**src/rtl/image_ram_arbiter.sv**
```systemverilog
// -----------------------------------------------------------------------------
// image_ram_arbiter
//
// Shares the single port (port A) of the sprite image BRAM between the display
// fetch path and a bulk image loader. Display reads always win and pass through
// a purely combinational mux, so they see no added latency. The loader streams
// bytes over a valid/ready handshake and writes them to sequential addresses,
// but only in cycles that the display does not claim.
//
// Ports:
//   pixel_clk_in     pixel clock (only clock in the block)
//   rst_in           asynchronous, active-high reset
//   rd_req_in        display claims the RAM port this cycle
//   rd_addr_in       display read address
//   load_start_in    pulse: begin a full-image load (honoured only when idle)
//   load_abort_in    pulse: cancel an in-progress load
//   wr_data_in       loader byte
//   wr_valid_in      loader byte valid
//   wr_ready_out     arbiter accepts wr_data_in this cycle
//   ram_addr_out     RAM addra
//   ram_din_out      RAM dina
//   ram_we_out       RAM wea
//   load_busy_out    high while a load is in progress
//   load_done_out    one-cycle pulse after the last byte has been written
//   wr_ptr_out       next loader write address
//   stall_count_out  cycles a valid loader byte was blocked by a display read
// -----------------------------------------------------------------------------
module image_ram_arbiter #(
  parameter int WIDTH  = 256,
  parameter int HEIGHT = 256,
  parameter int DATA_W = 8,
  parameter int ADDR_W = $clog2(WIDTH * HEIGHT)
) (
  input  logic              pixel_clk_in,
  input  logic              rst_in,
  input  logic              rd_req_in,
  input  logic [ADDR_W-1:0] rd_addr_in,
  input  logic              load_start_in,
  input  logic              load_abort_in,
  input  logic [DATA_W-1:0] wr_data_in,
  input  logic              wr_valid_in,
  output logic              wr_ready_out,
  output logic [ADDR_W-1:0] ram_addr_out,
  output logic [DATA_W-1:0] ram_din_out,
  output logic              ram_we_out,
  output logic              load_busy_out,
  output logic              load_done_out,
  output logic [ADDR_W-1:0] wr_ptr_out,
  output logic [15:0]       stall_count_out
);

  localparam int                DEPTH     = WIDTH * HEIGHT;
  localparam logic [ADDR_W-1:0] LAST_ADDR = ADDR_W'(DEPTH - 1);

  typedef enum logic [1:0] {
    IDLE = 2'd0,
    LOAD = 2'd1,
    DONE = 2'd2
  } state_t;

  state_t            r_state;
  state_t            w_state_next;
  logic [ADDR_W-1:0] r_wr_ptr;
  logic [ADDR_W-1:0] w_wr_ptr_next;
  logic [15:0]       r_stall_count;
  logic [15:0]       w_stall_count_next;

  logic w_accept;
  logic w_write;
  logic w_stalled;

  // Handshake: the loader may only proceed while loading and the display is
  // not using the port.
  assign wr_ready_out = (r_state == LOAD) && !rd_req_in;
  assign w_accept     = wr_valid_in && wr_ready_out;
  // An abort in the same cycle as an accept wins: that byte is dropped.
  assign w_write      = w_accept && !load_abort_in;
  assign w_stalled    = (r_state == LOAD) && wr_valid_in && rd_req_in;

  // Port mux. w_write is already false whenever rd_req_in is high, so the
  // display address is the default and the write path overrides it.
  always_comb begin
    ram_addr_out = rd_addr_in;
    ram_din_out  = '0;
    ram_we_out   = 1'b0;
    if (w_write) begin
      ram_addr_out = r_wr_ptr;
      ram_din_out  = wr_data_in;
      ram_we_out   = 1'b1;
    end
  end

  // Next-state logic
  always_comb begin
    w_state_next       = r_state;
    w_wr_ptr_next      = r_wr_ptr;
    w_stall_count_next = r_stall_count;

    unique case (r_state)
      IDLE: begin
        if (load_start_in) begin
          w_state_next       = LOAD;
          w_wr_ptr_next      = '0;
          w_stall_count_next = '0;
        end
      end

      LOAD: begin
        if (w_stalled && (r_stall_count != 16'hFFFF)) begin
          w_stall_count_next = r_stall_count + 16'd1;
        end
        if (load_abort_in) begin
          w_state_next  = IDLE;
          w_wr_ptr_next = '0;
        end else if (w_write) begin
          if (r_wr_ptr == LAST_ADDR) begin
            // Explicit wrap so non-power-of-two images never run past the end.
            w_state_next  = DONE;
            w_wr_ptr_next = '0;
          end else begin
            w_wr_ptr_next = r_wr_ptr + 1'b1;
          end
        end
      end

      DONE: begin
        // Single-cycle completion state; start/abort are ignored here.
        w_state_next = IDLE;
      end

      default: begin
        w_state_next  = IDLE;
        w_wr_ptr_next = '0;
      end
    endcase
  end

  // State registers
  always_ff @(posedge pixel_clk_in or posedge rst_in) begin
    if (rst_in) begin
      r_state       <= IDLE;
      r_wr_ptr      <= '0;
      r_stall_count <= '0;
    end else begin
      r_state       <= w_state_next;
      r_wr_ptr      <= w_wr_ptr_next;
      r_stall_count <= w_stall_count_next;
    end
  end

  // Moore status outputs
  assign load_busy_out   = (r_state == LOAD);
  assign load_done_out   = (r_state == DONE);
  assign wr_ptr_out      = r_wr_ptr;
  assign stall_count_out = r_stall_count;

endmodule

```
**config.mk**
```make
export PLATFORM = sky130hd
export DESIGN_NAME = image_ram_arbiter
export DESIGN_NICKNAME = d
export VERILOG_FILES = /design/src/rtl/image_ram_arbiter.sv
export SDC_FILE = /design/constraint.sdc
export NUM_CORES = 1
export LEC_CHECK = 0
export ABC_AREA = 1
export CORE_UTILIZATION = 41
export DETAILED_ROUTE_END_ITERATION = 10
export GPL_TIMING_DRIVEN = 0
export PLACE_DENSITY = 0.77
export SKIP_CTS_REPAIR_TIMING = 1
export SLEW_MARGIN = 20
export SYNTH_ARGS = -nofsm -noshare
export SYNTH_HDL_FRONTEND = slang
export SYNTH_SLANG_ARGS = --single-unit
```
**constraint.sdc**
```tcl
create_clock -name pixel_clk_in -period 1.6 [get_ports pixel_clk_in]
set_clock_uncertainty 0.1 [all_clocks]
set_input_delay 0.32 -clock pixel_clk_in [delete_from_list [all_inputs] [get_ports pixel_clk_in]]
set_output_delay 0.32 -clock pixel_clk_in [all_outputs]
set_load 0.05 [all_outputs]
```
# Word-level counts from Yosys, hierarchy flattened
# Cells that the tools add are included.
[totals] reg_bits=34 latch_bits=0 mem_bits_rw=0 romBits=0 input_bits=30 memories=0
[classes] addsub=2 n_mul=0 div_mod_pow=0 order_cmp=0 eq_ne=8 n_shift=0 mux=15 bitwise_logic=1 n_reduce_logical=13
[ops] cell="$mux W16" n=6
[ops] cell="$pmux W16 S3" n=1
[ops] cell="$add A16 B1 Y16 const B" n=2
[ops] cell="$pmux W16 S2" n=1
[ops] cell="$eq A16 B16 Y1 const B" n=1
[ops] cell="$ne A16 B16 Y1 const B" n=1
[ops] cell="$reduce_and A3 Y1" n=3
[ops] cell="$mux W2" n=4
[ops] cell="$mux W8" n=1
[ops] cell="$logic_and A1 B1 Y1" n=6
[ops] cell="$ne A3 B2 Y1 const B" n=2
[ops] cell="$pmux W2 S2" n=1
[ops] cell="$eq A2 B1 Y1 const B" n=1
[ops] cell="$eq A2 B2 Y1 const B" n=1
[ops] cell="$logic_not A1 Y1" n=2
[ops] cell="$logic_not A2 Y1" n=1
[ops] cell="$ne A2 B1 Y1 const B" n=1
[ops] cell="$ne A2 B2 Y1 const B" n=1
[ops] cell="$reduce_bool A2 Y1" n=1
[ops] cell="$mux W1" n=1
[ops] cell="$not A1 Y1" n=1

# Logic depth before layout (Yosys ltp)
[logic_depth] ltp_word=7 depth_mapped=10 ltp_nobuf=10

# Least setup slack after synthesis
# Ideal clock, no wire load.
[synth_path] path_type="register -> output" from="register r_state[1]" to="output port ram_addr_out[0]" t_arrival_ps=2111 slack_ps=-931 path_stages_with_launch=9 path_cell_list="dfrtp_1 > nor2_8 > inv_2 > nor2_4 > inv_2 > nor2_4 > inv_2 > buf_6 > o21ai_1"
[synth_via] elab_chain_len=5
[synth_lines] element="start: declaration" line="61" rtl="state_t r_state;"
[synth_lines] element="start signal: assignment" line="145" rtl="r_state <= w_state_next;"
[synth_lines] element="$eq A2 B1 Y1" line="74" rtl="assign wr_ready_out = (r_state == LOAD) && !rd_req_in;"
[synth_lines] element="$logic_and A1 B1 Y1" line="74"
[synth_lines] element="$logic_and A1 B1 Y1" line="75" rtl="assign w_accept = wr_valid_in && wr_ready_out;"
[synth_lines] element="$logic_and A1 B1 Y1" line="77" rtl="assign w_write = w_accept && !load_abort_in;"
[synth_lines] element="$mux W16" line="86" rtl="if (w_write) begin"
[synth_lines] element="end: declaration" line="43" rtl="output logic [ADDR_W-1:0] ram_addr_out,"
# Every way passes these cells.

# Final worst setup path
[layout_path] from="register r_state[1]" to="output port ram_addr_out[13]"
# The elaborated chain is that of the path after synthesis.

==> reports/metrics.yaml <==
setup_path:
  r2r_end: "stall_count_out[2]"
  r2r_slack_ns: -0.13
  crit_path_frequent_cell: "nor2_4"
  cp.arrival_ns: 1.85
  crit_fanout: 10
  rr_startpoint: "r_state[1]"
  max_stage_delay_ns: 0.45
  reg2reg_depth: 8
  critPathSlowestCell: "dfrtp_2"
  startpoint_type: "register"
  critPathKind: "register to output port"
  path_buf_inv: 5
  crit_path_end: "ram_addr_out[13]"
  crit_cells: 9
  crit_family: "buffers and inverters"
  critPathLaunch: "r_state[1]"
  crit_chain: "nor2_8, inv_6, nor2_4, inv_2, nor2_4, inv_4, buf_12, o21ai_4, buf_8"
  required_ns: 1.18
  cp-end-kind: "output port"
clock_tree:
  root_buffer: "clkbuf_8"
  clockBufferDepth: 2
  clkLatencyLatePin_ns: 0.29
  cts_buffers: 5
  cts_tree: "yes"
  htree_levels: 2
  numClockSinks: 34
  clk_pin_slew_ns: 0.07
timing:
  maxSlewHeadroom_pct: 52.6
  slew_violations: 0
  setup_slack_ns: -0.667
  fmax_ghz: 0.441
  fin_tns_setup_ns: -18.06
  min_period_ns: 2.27
  worst_pin_slew_ns: 0.710
  finalSetupViolations: 57
  whs_ns: 0.368
  fin_crit_sh_pct: 142
  rsz0062_at_grt: "true"
  final-hold-violation-count: 0
power_and_ir_drop:
  clkPwrFrac_pct: 13.3
  sw_frac_of_total_pct: 46.1
  peakVddDrop_uv: 639
  power.leakage_nw: 2.26
  p_int_mw: 2.50
  fin_total_pwr_mw: 4.65
  p_per_area_mw_per_mm2: 1070
  power_frac_seq_pct: 22.4
  p_sw_mw: 2.14
  p_comb_share_pct: 64.4
synthesis:
  yosysMostFrequentCell: "nand2_1"
  syn_area_per_cell_um2: 6.93
  synth_seq_cells: 34
  synthXorXnorAreaFrac_pct: 4.21
  synth_nets: 392
  yosys.area_share.adder_pct: 1.00
  ys_types: 27
  synth_compound_area_share_pct: 10.5
  syn_inst: 360
  yosysTopAreaCell: "dfrtp_1"
  synth-edff-count: 0
  synth.area.top_cells: "dfrtp_1 (34%), nand2_1 (16%), nor2_1 (7.1%)"
  ys.flop_type: "dfrtp_1"
  syn_area_mm2: 0.00249
  ys_seq_area_share_pct: 34.1
  yosys.area.top_type_share_pct: 34.1
  yosysWarnings: 0
  synthMuxAreaShare_pct: 0
  yosys.area_share.simple_pct: 38.9
  synth_top_family_by_area: "simple AND/OR/NAND/NOR gates"
  synthArstFlopShare_pct: 100
  synth_common_cells: "nand2_1 (103), nor2_1 (47), inv_1 (45)"
floorplanning:
  ioPinCount: 90
  chipHeight_um: 80.0
  die_area_mm2: 0.00640
  die_x_um: 80.0
  fp-row-count: 28
  core_mm2: 0.00589
  floorplan.initialDensity_pct: 42.4
finish:
  fin_area_mm2: 0.00436
  layout.cells.non_filler: 557
  nets: 514
  n_antenna_cell: 0
  syn_to_final_growth_pct: 74.8
  drive_above_1_share_pct: 44.4
routing:
  vias: 2760
  via_per_inst: 4.96
  wl_um: 7550
  drt_iter0_drc: 119
  ant_nets: 0
  dr.pass1.iters: 4
  drc: 0
  avgRoutedWirePerCell_um: 13.5
place:
  place_inst: 524
  dp_hpwl_um: 5220
  place_congestion: 0.842
  portBuffers: 89
  place_area_mm2: 0.00378
global_routing:
  gr-total-overflow: 0
  antenna_found_initial: 0
  grt_pass1_wl_um: 11100
  grt_usage_pct: 22.0
  grt_pass1_vias: 2368
  grt_max_degree: 35
run_status:
  violations: "setup timing"
  run_status: "finished, violations left"
job:
  drv_cap: 0
min_path:
  hold_class: "primary input to asynchronous set/reset pin"
[through the flow]
stage               utilization, %  setup WS, ns
floorplan                        -        -0.548
global placement              64.2         -1.23
detailed placement            64.2         -1.23
CTS                           65.5         -1.37
global route                  74.0        -0.745
finish                        74.0        -0.667
[layer usage]
| metal | up-vias | wire [µm] | global-route usage (%) |
|---|---|---|---|
| met3 | 14 | 467 | 4.91 |
| met2 | 97 | 3780 | 39.7 |
| li1 | 1379 | - | - |
| met1 | 1270 | 3190 | 26.7 |
| met5 | - | 0 | 0 |
| met4 | 0 | 114 | 3.93 |
[cell usage in the layout (no fill, tap or decap), types with 13 or more instances in the layout]
cell             count
buf_4               14
buf_6               34
clkdlybuf4s50_1     28
dfrtp_2             24
dlymetal6s2s_1      21
inv_1               42
nand2_1             70
nand2_2             31
nand3_1             26
nor2_1              34
nor2_4              17
o21ai_2             13
o21ai_4             16
[area by class of cell]
type | instances | area (µm²)
fill | 443 | 1530
buffer | 8 | 131
inverter | 52 | 203
clock buffer | 7 | 76.3
sequential | 34 | 881
timing repair buffer | 113 | 1170
multi-input combinational | 268 | 1800
tap | 75 | 93.8
[power by group through the flow]
stage / Clock (mW) / Combinational, mW / Sequential [mW]
floorplan: 0 / 1.39 / 1.19
global placement: 0 / 2.08 / 1.05
detailed placement: 0 / 2.10 / 1.05
CTS: 0.611 / 2.11 / 1.04
global route: 0.655 / 3.15 / 1.05
finish: 0.616 / 2.99 / 1.04
[worst min path at each step]
| stage | to |
|---|---|
| final | wr_ptr_out[11] |
| after global routing | r_state[1] |
| after CTS | wr_ptr_out[11] |
| after detailed placement | stall_count_out[11] |
| after global placement | stall_count_out[8] |
| after floorplan | r_state[0] |
[state kept, by name, summed over array words and instances, names as in the netlist]
| register | count |
|---|---|
| stall_count_out | 16 |
| wr_ptr_out | 16 |
| r_state | 2 |
[worst register-to-register path: stages, from the launching register on]
cell       delay, ns
dfrtp_2         0.45
nor2_8          0.17
buf_4           0.13
nand3_1         0.09
o21ai_2         0.24
nand2_4         0.16
clkbuf_16       0.20
nand2_4         0.05
o21ai_2         0.04
[cell families (layout without fill, tap and decap cells)]
kind of cell    Yosys count  after routing
compound gates           41             41
fa+ha+maj                 2              2
buf+inv                  60            180
xor+xnor                 12             12
flops                    34             34
simple gates            211            213
No activity file was read; power rests on OpenSTA's default activity.
